File: config.mk
export PLATFORM = sky130hd
export DESIGN_NAME = if_id_hazard
export DESIGN_NICKNAME = d
export VERILOG_FILES = /design/src/rtl/if_id_hazard.sv
export SDC_FILE = /design/constraint.sdc
export NUM_CORES = 1
export LEC_CHECK = 0
export ABC_AREA = 1
export CORE_MARGIN = 1
export CORE_UTILIZATION = 43
export DETAILED_ROUTE_END_ITERATION = 7
export DONT_BUFFER_PORTS = 1
export GPL_ROUTABILITY_DRIVEN = 0
export HOLD_SLACK_MARGIN = 0.15
export SLEW_MARGIN = 5
export SYNTH_ARGS = -nofsm -noshare
export SYNTH_HDL_FRONTEND = slang
export SYNTH_SLANG_ARGS = --single-unit
File: constraint.sdc
create_clock -name clk -period 1.66 [get_ports clk]
set_input_delay 0.332 -clock clk [delete_from_list [all_inputs] [get_ports clk]]
set_output_delay 0.332 -clock clk [all_outputs]
set_load 0.05 [all_outputs]
File: src/rtl/if_id_hazard.sv
// IF/ID pipeline register with load-use hazard detection, jump flush and
// saturating stall/flush performance counters.
module if_id_hazard #(
  parameter int          CNT_W = 16,
  parameter logic [31:0] NOP   = 32'h00000000
) (
  input  logic             clk,
  input  logic             rst_n,
  input  logic [31:0]      I_Next_address,
  input  logic [31:0]      I_Instr,
  input  logic             I_IDEX_MemRead,
  input  logic [4:0]       I_IDEX_RT,
  input  logic             I_Flush,
  input  logic             I_Clr_Cnt,
  output logic [31:0]      O_Next_address,
  output logic [31:0]      O_Instr,
  output logic             O_Valid,
  output logic             O_PC_Write,
  output logic             O_Bubble,
  output logic [CNT_W-1:0] O_Stall_Cnt,
  output logic [CNT_W-1:0] O_Flush_Cnt
);

  localparam logic [5:0]       OP_J    = 6'b000010;
  localparam logic [CNT_W-1:0] CNT_MAX = '1;

  logic [31:0]      instr_q, instr_d;
  logic [31:0]      naddr_q, naddr_d;
  logic             valid_q, valid_d;
  logic [CNT_W-1:0] stall_cnt_q, stall_cnt_d;
  logic [CNT_W-1:0] flush_cnt_q, flush_cnt_d;

  logic [5:0] op;
  logic [4:0] rs, rt;
  logic       hazard, stall;

  assign op = instr_q[31:26];
  assign rs = instr_q[25:21];
  assign rt = instr_q[20:16];

  // Jumps carry a target, not registers, in [25:16], so they never match.
  assign hazard = valid_q & I_IDEX_MemRead & (I_IDEX_RT != 5'd0) & (op != OP_J) &
                  ((rs == I_IDEX_RT) | (rt == I_IDEX_RT));
  assign stall  = hazard & ~I_Flush;

  assign O_PC_Write = ~stall;
  assign O_Bubble   = I_Flush | stall;

  always_comb begin
    instr_d = I_Instr;
    naddr_d = I_Next_address;
    valid_d = 1'b1;
    if (I_Flush) begin
      instr_d = NOP;
      naddr_d = 32'd0;
      valid_d = 1'b0;
    end else if (stall) begin
      instr_d = instr_q;
      naddr_d = naddr_q;
      valid_d = valid_q;
    end
  end

  always_comb begin
    stall_cnt_d = stall_cnt_q;
    flush_cnt_d = flush_cnt_q;
    if (I_Clr_Cnt) begin
      stall_cnt_d = '0;
      flush_cnt_d = '0;
    end else begin
      if (stall && stall_cnt_q != CNT_MAX)   stall_cnt_d = stall_cnt_q + 1'b1;
      if (I_Flush && flush_cnt_q != CNT_MAX) flush_cnt_d = flush_cnt_q + 1'b1;
    end
  end

  always_ff @(posedge clk or negedge rst_n) begin
    if (!rst_n) begin
      instr_q     <= NOP;
      naddr_q     <= 32'd0;
      valid_q     <= 1'b0;
      stall_cnt_q <= '0;
      flush_cnt_q <= '0;
    end else begin
      instr_q     <= instr_d;
      naddr_q     <= naddr_d;
      valid_q     <= valid_d;
      stall_cnt_q <= stall_cnt_d;
      flush_cnt_q <= flush_cnt_d;
    end
  end

  assign O_Instr        = instr_q;
  assign O_Next_address = naddr_q;
  assign O_Valid        = valid_q;
  assign O_Stall_Cnt    = stall_cnt_q;
  assign O_Flush_Cnt    = flush_cnt_q;

endmodule

== Word-level counts from Yosys, hierarchy flattened ==
Cells that the tools add are included.

* Bitwise gates (word level): 9
* Muxes and demuxes: 10
* Equality and inequality tests: 6
* $add $sub $neg: 2
* Reduce and logical (&&, ||, !) cells: 5

{| class="wikitable"
|+ Operators by type and width
! cell !! number
|-
| $mux 32 || 4
|-
| $mux 16 || 4
|-
| $add 16x1->16 const B || 2
|-
| $ne 16x16->1 const B || 2
|-
| $eq 5x5->1 || 2
|-
| $ne 6x2->1 const B || 1
|-
| $and 1x1->1 || 5
|-
| $reduce_bool 5->1 || 1
|-
| $reduce_bool 2->1 || 2
|-
| $logic_and 1x1->1 || 2
|-
| $mux 1 || 2
|-
| $ne 2x2->1 const B || 1
|-
| $not 1->1 || 2
|-
| $or 1x1->1 || 2
|}

* Bits of input ports: 74
* Register bits: 97

== Logic depth before layout (Yosys ltp) ==
Gate-level depths: netlist of the first run.

* Depth after elaboration: 8
* Gate-level depth with buffers: 12
* Depth with buffers taken out: 11

== Worst setup path after synthesis of the first run ==
No wires, ideal clock.

* Path kind: register -> output
* Start: reg instr_q[25] (netlist: O_Instr[25])
* End: out O_Bubble
* Path buffers: 2
* Path slack: -544 ps
* Required time: 1328 ps
* Data arrival time: 1872 ps
* Cell stages (with the launch flop): 11
* Cell sequence: dfrtp_1 -> inv_1 -> nand2_1 -> nand2_1 -> nor2_1 -> nand3_1 -> nand2_2 -> nand2_1 -> buf_2 -> buf_2 -> nand2_1

* Cells in the longest elaborated chain, start to end: 5

{| class="wikitable"
|+ Ends and longest elaborated chain
! item !! line !! source
|-
| start, declared || 27 || <nowiki>logic [31:0] instr_q, instr_d;</nowiki>
|-
| start signal, assigned || 84 || <nowiki>instr_q <= instr_d;</nowiki>
|-
| $eq 5x5->1 || 43 || <nowiki>((rs == I_IDEX_RT) | (rt == I_IDEX_RT));</nowiki>
|-
| $or 1x1->1 || 43 ||
|-
| $and 1x1->1 || 42 || <nowiki>assign hazard = valid_q & I_IDEX_MemRead & (I_IDEX_RT != 5'd0) & (op != OP_J) &</nowiki>
|-
| $and 1x1->1 || 44 || <nowiki>assign stall = hazard & ~I_Flush;</nowiki>
|-
| $or 1x1->1 || 47 || <nowiki>assign O_Bubble = I_Flush | stall;</nowiki>
|-
| end, declared || 19 || <nowiki>output logic O_Bubble,</nowiki>
|}

No other way between the ends.

== Final worst setup path of the first run ==
* Start: reg instr_q[22] (netlist: O_Instr[22])
* End: out O_PC_Write

* Cells in the longest elaborated chain, start to end: 5

{| class="wikitable"
|+ Ends and longest elaborated chain
! item !! line !! source
|-
| $eq 5x5->1 || 43 ||
|-
| $or 1x1->1 || 43 ||
|-
| $and 1x1->1 || 42 ||
|-
| $and 1x1->1 || 44 ||
|-
| $not 1->1 || 46 || <nowiki>assign O_PC_Write = ~stall;</nowiki>
|-
| end, declared || 18 || <nowiki>output logic O_PC_Write,</nowiki>
|}

No other way between the ends.

==> impl_metrics.yaml, run 1 <==
sta:
  setup_violations: 2
  skew_ps: 7.59
  hold_viol: 97
  max_freq_mhz: 553
  fin_crit_ps: 1810
  setup_ws_ps: -148
  hold_ws_ps: -326
  finalCritPeriodShare: 1.09
  slew_headroom: 0.391
  finalMaxSlewViolations: 0
  grt_setup_unrepaired: "yes"
  tightest_slew_ps: 910
logic_synthesis:
  syn_area_per_cell_um2: 8.14
  ys.flop_type: "dfrtp_1"
  netlist-cell-type-count: 37
  seq_area_frac_synth: 0.492
  ys_warn_count: 0
  synth_edf_count: 0
  synth-seq-cells: 97
  syn-num-nets: 682
  syn_area_mm2: 0.00493
  synthArstFlopShare: 1.00
  synth_cells: 606
layout:
  final_net_count: 812
  area_growth_pct: 39.4
  antenna_cells: 0
  drive_gt1_frac: 0.278
critical_path:
  critPathLaunchType: "flop"
  required_ps: 1330
  ff2ff_setup_slack_ps: 20
  startpoint: "O_Instr[22]"
  path_class: "reg -> out"
  r2r_end: "O_Instr[4]"
  cp-end-kind: "output port"
  critPathMaxFanout: 5
  endpoint: "O_PC_Write"
  reg2reg_depth: 10
  arrival_ps: 1480
  timing.rr.start: "O_Instr[29]"
detailed_routing:
  wl_per_cell_um: 16.4
  vias_per_cell: 5.16
  firstDrtPassIters: 5
  ant_nets: 0
  dr.first_iter.drc_count: 306
  via_count: 4550
  wl_mm: 14.5
  drc: 0
clocking:
  cts_root_buffer: "clkbuf_16"
  cts_buffers: 9
  insertion_delay_ps: 350
  cts_max_level: 3
  cts_num_sinks: 97
  cts.clk_slew.worst_paths_ps: 70
  ctsLongestPathBuffers: 2
  cts_tree: "done"
global_routing:
  met1_usage: 0.258
  busiest_layer: "met2"
  grt_pass1_vias: 4262
  antenna_found_initial: 0
  grt_util_met2: 0.389
  gr-total-overflow: 0
  grt_use_met3: 0.0628
  grt_usage: 0.224
  grt_max_degree: 98
  grt_pass1_wl_mm: 20.6
worst_hold_path:
  hp-class: "in -> async"
die:
  io_pins: 173
  start_util: 0.447
  chipHeight_um: 109
  die_w_um: 109
  rows: 38
  die_area_mm2: 0.0119
  coreArea_mm2: 0.0110
power:
  power_mw: 5.70
  vdd_drop_max_uv: 681
  power_density_mw_per_mm2: 829
  leakage_nw: 3.31
placed_design:
  place_ws_ps: 3.91
  hpwlAfterDp_mm: 8.93
  port_buffers: 0
outcome:
  outcome: "complete, but fails checks"
  violations: "negative hold slack, negative setup slack"
job:
  cap_violations: 0
==> cell usage in the layout, fill, tap and decap left out, drive strengths merged <==
master,n
buf,77
nand2,222
clkinv,5
bufinv,2
xnor2,5
a21oi,4
xor2,13
clkbuf,14
bufbuf,1
nor3,13
inv,40
o21ai,16
ha,2
dfrtp,97
nand4,9
nor2,45
o31ai,5
nor3b,1
dlygate4sd3,62
nand3,104
and2,1
clkinvlp,1
o21bai,2
==> critical path, stage by stage, from the launching register on <==
cell	delay, ps
dfrtp_2	390
inv_2	40
nand2_1	50
nand2_1	50
nor2_1	120
nand3_1	90
nand2_2	120
nand3_4	90
buf_12	160
==> power breakdown <==
group          switching [mW]  internal (mW)  total, mW  leakage (nW)
logic                   0.394          0.278      0.672          1.92
clock network           0.915           1.32       2.24         0.155
registers               0.326           2.47       2.79          1.23
total                    1.64           4.06       5.70          3.31
==> cell families (layout without fill, tap and decap cells) <==
group | Yosys count | in the layout | synth area share
buffers and inverters | 68 | 202 | 0.0685
AND/OR/NAND/NOR | 394 | 395 | 0.366
AO/OA/AOI/OAI | 27 | 27 | 0.0363
adder cells (fa/ha/maj) | 2 | 2 | 0.00507
flip-flops | 97 | 97 | 0.492
XOR/XNOR | 18 | 18 | 0.0320
==> per-stage QoR <==
stage	hold slack (ps)	utilization	std cells	area [µm²]	setup TNS [ps]
floorplan	36.4	-	606	5040	-5080
global placement	38.2	0.509	789	5610	0
detailed placement	38.2	0.509	789	5610	0
CTS	-334	0.599	870	6600	-329
global route	-339	0.623	881	6870	-2110
finish	-326	0.623	881	6870	-290
==> timing repair <==
item,in CTS,in global routing
gates resized for setup,1,23
setup buffers,3,3
hold endpoints to repair,178,98
gates cloned,1,7
hold buffers,61,1
pin swaps,6,9
endpoints found under the setup margin,3,90
==> flip-flops by register name, summed over array words and instances (netlist names) <==
name	flops
O_Instr	32
O_Next_address	32
O_Flush_Cnt	16
O_Stall_Cnt	16
O_Valid	1
==> cells in the mapped netlist, types with 3 or more instances <==
| cell type | n | share of area |
|---|---|---|
| nand4_1 | 8 | 0.010 |
| buf_1 | 3 | 0.0023 |
| inv_1 | 32 | 0.024 |
| a21oi_1 | 4 | 0.0041 |
| o21ai_2 | 4 | 0.0071 |
| inv_2 | 5 | 0.0038 |
| xor2_1 | 13 | 0.023 |
| nand2_2 | 26 | 0.033 |
| o21ai_0 | 11 | 0.011 |
| dfrtp_1 | 97 | 0.49 |
| xnor2_1 | 5 | 0.0089 |
| clkbuf_1 | 8 | 0.0061 |
| nor2_2 | 3 | 0.0038 |
| nand3_1 | 102 | 0.10 |
| nand2_1 | 196 | 0.15 |
| o31ai_1 | 5 | 0.0076 |
| nor3_1 | 10 | 0.010 |
| buf_6 | 3 | 0.0068 |
| nor3_2 | 3 | 0.0061 |
| buf_2 | 9 | 0.0091 |
| nor2_1 | 38 | 0.029 |
==> worst min path at each step <==
stage	start	endpoint	slack, ps	cells after the start
after floorplan	rst_n	O_Flush_Cnt[0]	40	0
after global placement	rst_n	O_Instr[8]	40	0
after detailed placement	rst_n	O_Instr[9]	40	0
after CTS	rst_n	O_Instr[8]	-330	0
after global routing	rst_n	O_Instr[8]	-340	0
final	rst_n	O_Instr[8]	-330	0
==> area by class of cell <==
class,instances,area (µm²)
clock buffers,9,225
flip-flops and latches,97,2470
well taps,140,175
multi-input cells,442,2300
fillers,935,4160
repair buffers,145,1440
clock inverters,7,95.1
inverters,41,174
==> layer usage <==
metal  routed length (µm)  up-vias
met2                 7120      193
met1                 5800     2126
met4                  323        0
met5                    0        -
li1                     -     2208
met3                 1230       23
(Power assumes the default switching activity.)
==> run 2, diff against run 1 <==
--- a/config.mk
+++ b/config.mk
@@ -8,10 +8,12 @@
 export ABC_AREA = 1
 export CORE_MARGIN = 1
 export CORE_UTILIZATION = 43
+export CTS_CLUSTER_DIAMETER = 120
 export DETAILED_ROUTE_END_ITERATION = 7
 export DONT_BUFFER_PORTS = 1
 export GPL_ROUTABILITY_DRIVEN = 0
 export HOLD_SLACK_MARGIN = 0.15
+export MAX_ROUTING_LAYER = met4
 export SLEW_MARGIN = 5
 export SYNTH_ARGS = -nofsm -noshare
 export SYNTH_HDL_FRONTEND = slang
==> run 2 against run 1 <==
The flow still finishes with violations (negative hold slack, negative setup slack); core utilization unchanged; cell count unchanged; maximum frequency down 0.27%; worst setup slack worse by 5.0 ps; first-iteration DRC count up 13%; sequential share of layout area unchanged; final area unchanged; largest power group unchanged.
==> impl_metrics.yaml, run 2 (synthesis results as in run 1) <==
placed_design:
  port_buffers: 0
  place_ws_ps: 3.91
  hpwlAfterDp_mm: 8.93
  post_dp_cell_area_mm2: 0.00561
  dp.cells: 789
global_routing:
  antenna_found_initial: 0
  grt_pass1_wl_mm: 20.6
  grt_max_degree: 98
  gr-total-overflow: 0
  grt_usage: 0.232
  grt_pass1_vias: 4254
layout:
  layout_common_cells: "nand2_1, nand3_1, buf_4, dfrtp_1, dlygate4sd3_1"
  antenna_cells: 0
  nFillCells: 936
  layout.cell_area.non_filler_mm2: 0.00687
  area_growth_pct: 39.4
  layout_commonest_cell: "nand2_1"
  final_net_count: 812
  drive_gt1_frac: 0.278
  fin_util: 0.623
  fin_cells: 881
die:
  io_pins: 173
  start_util: 0.447
  chipHeight_um: 109
  rows: 38
  die_area_mm2: 0.0119
  coreArea_mm2: 0.0110
  die_w_um: 109
detailed_routing:
  drc: 0
  wl_per_cell_um: 16.5
  vias_per_cell: 5.15
  via_count: 4538
  firstDrtPassIters: 4
  dr.first_iter.drc_count: 345
  ant_nets: 0
  wl_mm: 14.5
critical_path:
  slowest_delay_ps: 390
  cpMaxStageDelayCell: "dfrtp_2"
  crit_chain: "inv_2, nand2_1, nand2_1, nor2_1, nand3_1, nand2_2, nand3_4, buf_12"
  critPathLaunchType: "flop"
  critPathMaxFanout: 5
  crit_family: "simple AND/OR/NAND/NOR gates"
  arrival_ps: 1480
  ff2ff_setup_slack_ps: 20
  critPathMostFrequentCell: "nand2_1"
  cp-end-kind: "output port"
  required_ps: 1330
  path_class: "reg -> out"
  critPathBufInv: 2
power:
  leakage_nw: 3.31
  vdd_drop_max_uv: 681
  power_mw: 5.70
  power_density_mw_per_mm2: 830
outcome:
  violations: "negative hold slack, negative setup slack"
  outcome: "complete, but fails checks"
clocking:
  cts_num_sinks: 97
  cts_tree: "done"
  cts_buffers: 9
  ctsLongestPathBuffers: 2
  cts_root_buffer: "clkbuf_16"
  cts.clk_slew.worst_paths_ps: 70
  insertion_delay_ps: 350
  cts_max_level: 3
sta:
  tightest_slew_ps: 905
  max_freq_mhz: 552
  hold_ws_ps: -328
  setup_tns_ps: -298
  setup_ws_ps: -153
  grt_setup_unrepaired: "yes"
  slew_headroom: 0.395
  setup_violations: 2
  finalCritPeriodShare: 1.09
  fin_crit_ps: 1810
  finalMaxSlewViolations: 0
  skew_ps: 7.66
  hold_viol: 97
worst_hold_path:
  hp-class: "in -> async"
job:
  cap_violations: 0
## run 2: cell counts in the layout (fill, tap and decap cells not counted)
Identical to the previous run, type by type.
## run 2: layout make-up
cell class,instances,area (µm²),area share
clock buffers,9,225,0.0328
clock inverters,7,95.1,0.0138
flip-flops and latches,97,2470,0.359
repair buffers,145,1440,0.210
well taps,140,175,0.0255
inverters,41,174,0.0253
multi-input cells,442,2300,0.334
## run 2: routing by layer
| metal | vias to the layer above | track usage | part of all wire | wire length, µm |
|---|---|---|---|---|
| met3 | 23 | 0.0622 | 0.084 | 1220 |
| met2 | 188 | 0.387 | 0.49 | 7130 |
| met5 | - | - | 0 | 0 |
| li1 | 2200 | - | - | - |
| met4 | 0 | 0.0927 | 0.021 | 301 |
| met1 | 2127 | 0.263 | 0.40 | 5870 |
## run 2: repair_timing
action,in CTS,in global routing
endpoints found under the hold margin,178,98
endpoints found under the setup margin,3,90
pin swaps,6,9
gates cloned,1,7
setup buffers,3,3
gates resized for setup,1,23
hold buffers,61,1
## run 2: worst paths after layout
path / startpoint / to / depth (start not counted)
max in group asynchronous: rst_n / O_Stall_Cnt[7] / 0
hold reg to reg: O_Instr[25] / O_Instr[25] / 2
min in group clk: I_Instr[24] / O_Instr[24] / 2
hold / removal: rst_n / O_Instr[8] / 0
setup / recovery: O_Instr[22] / O_PC_Write / 8
setup reg to reg: O_Instr[29] / O_Instr[4] / 10
## run 2: worst reg2reg max path: stages (launching register included)
cell	delay, ps
dfrtp_2	400
nor2_1	120
nand2_1	100
nor3_4	170
nor2_4	90
nand3_4	80
buf_4	150
clkinv_8	90
clkbuf_16	180
nand2_1	70
nand2_1	70
## run 2: power breakdown
part	switching [mW]	internal, mW	leakage, nW
combinational	0.394	0.278	1.92
sequential	0.327	2.47	1.23
clock	0.917	1.32	0.155
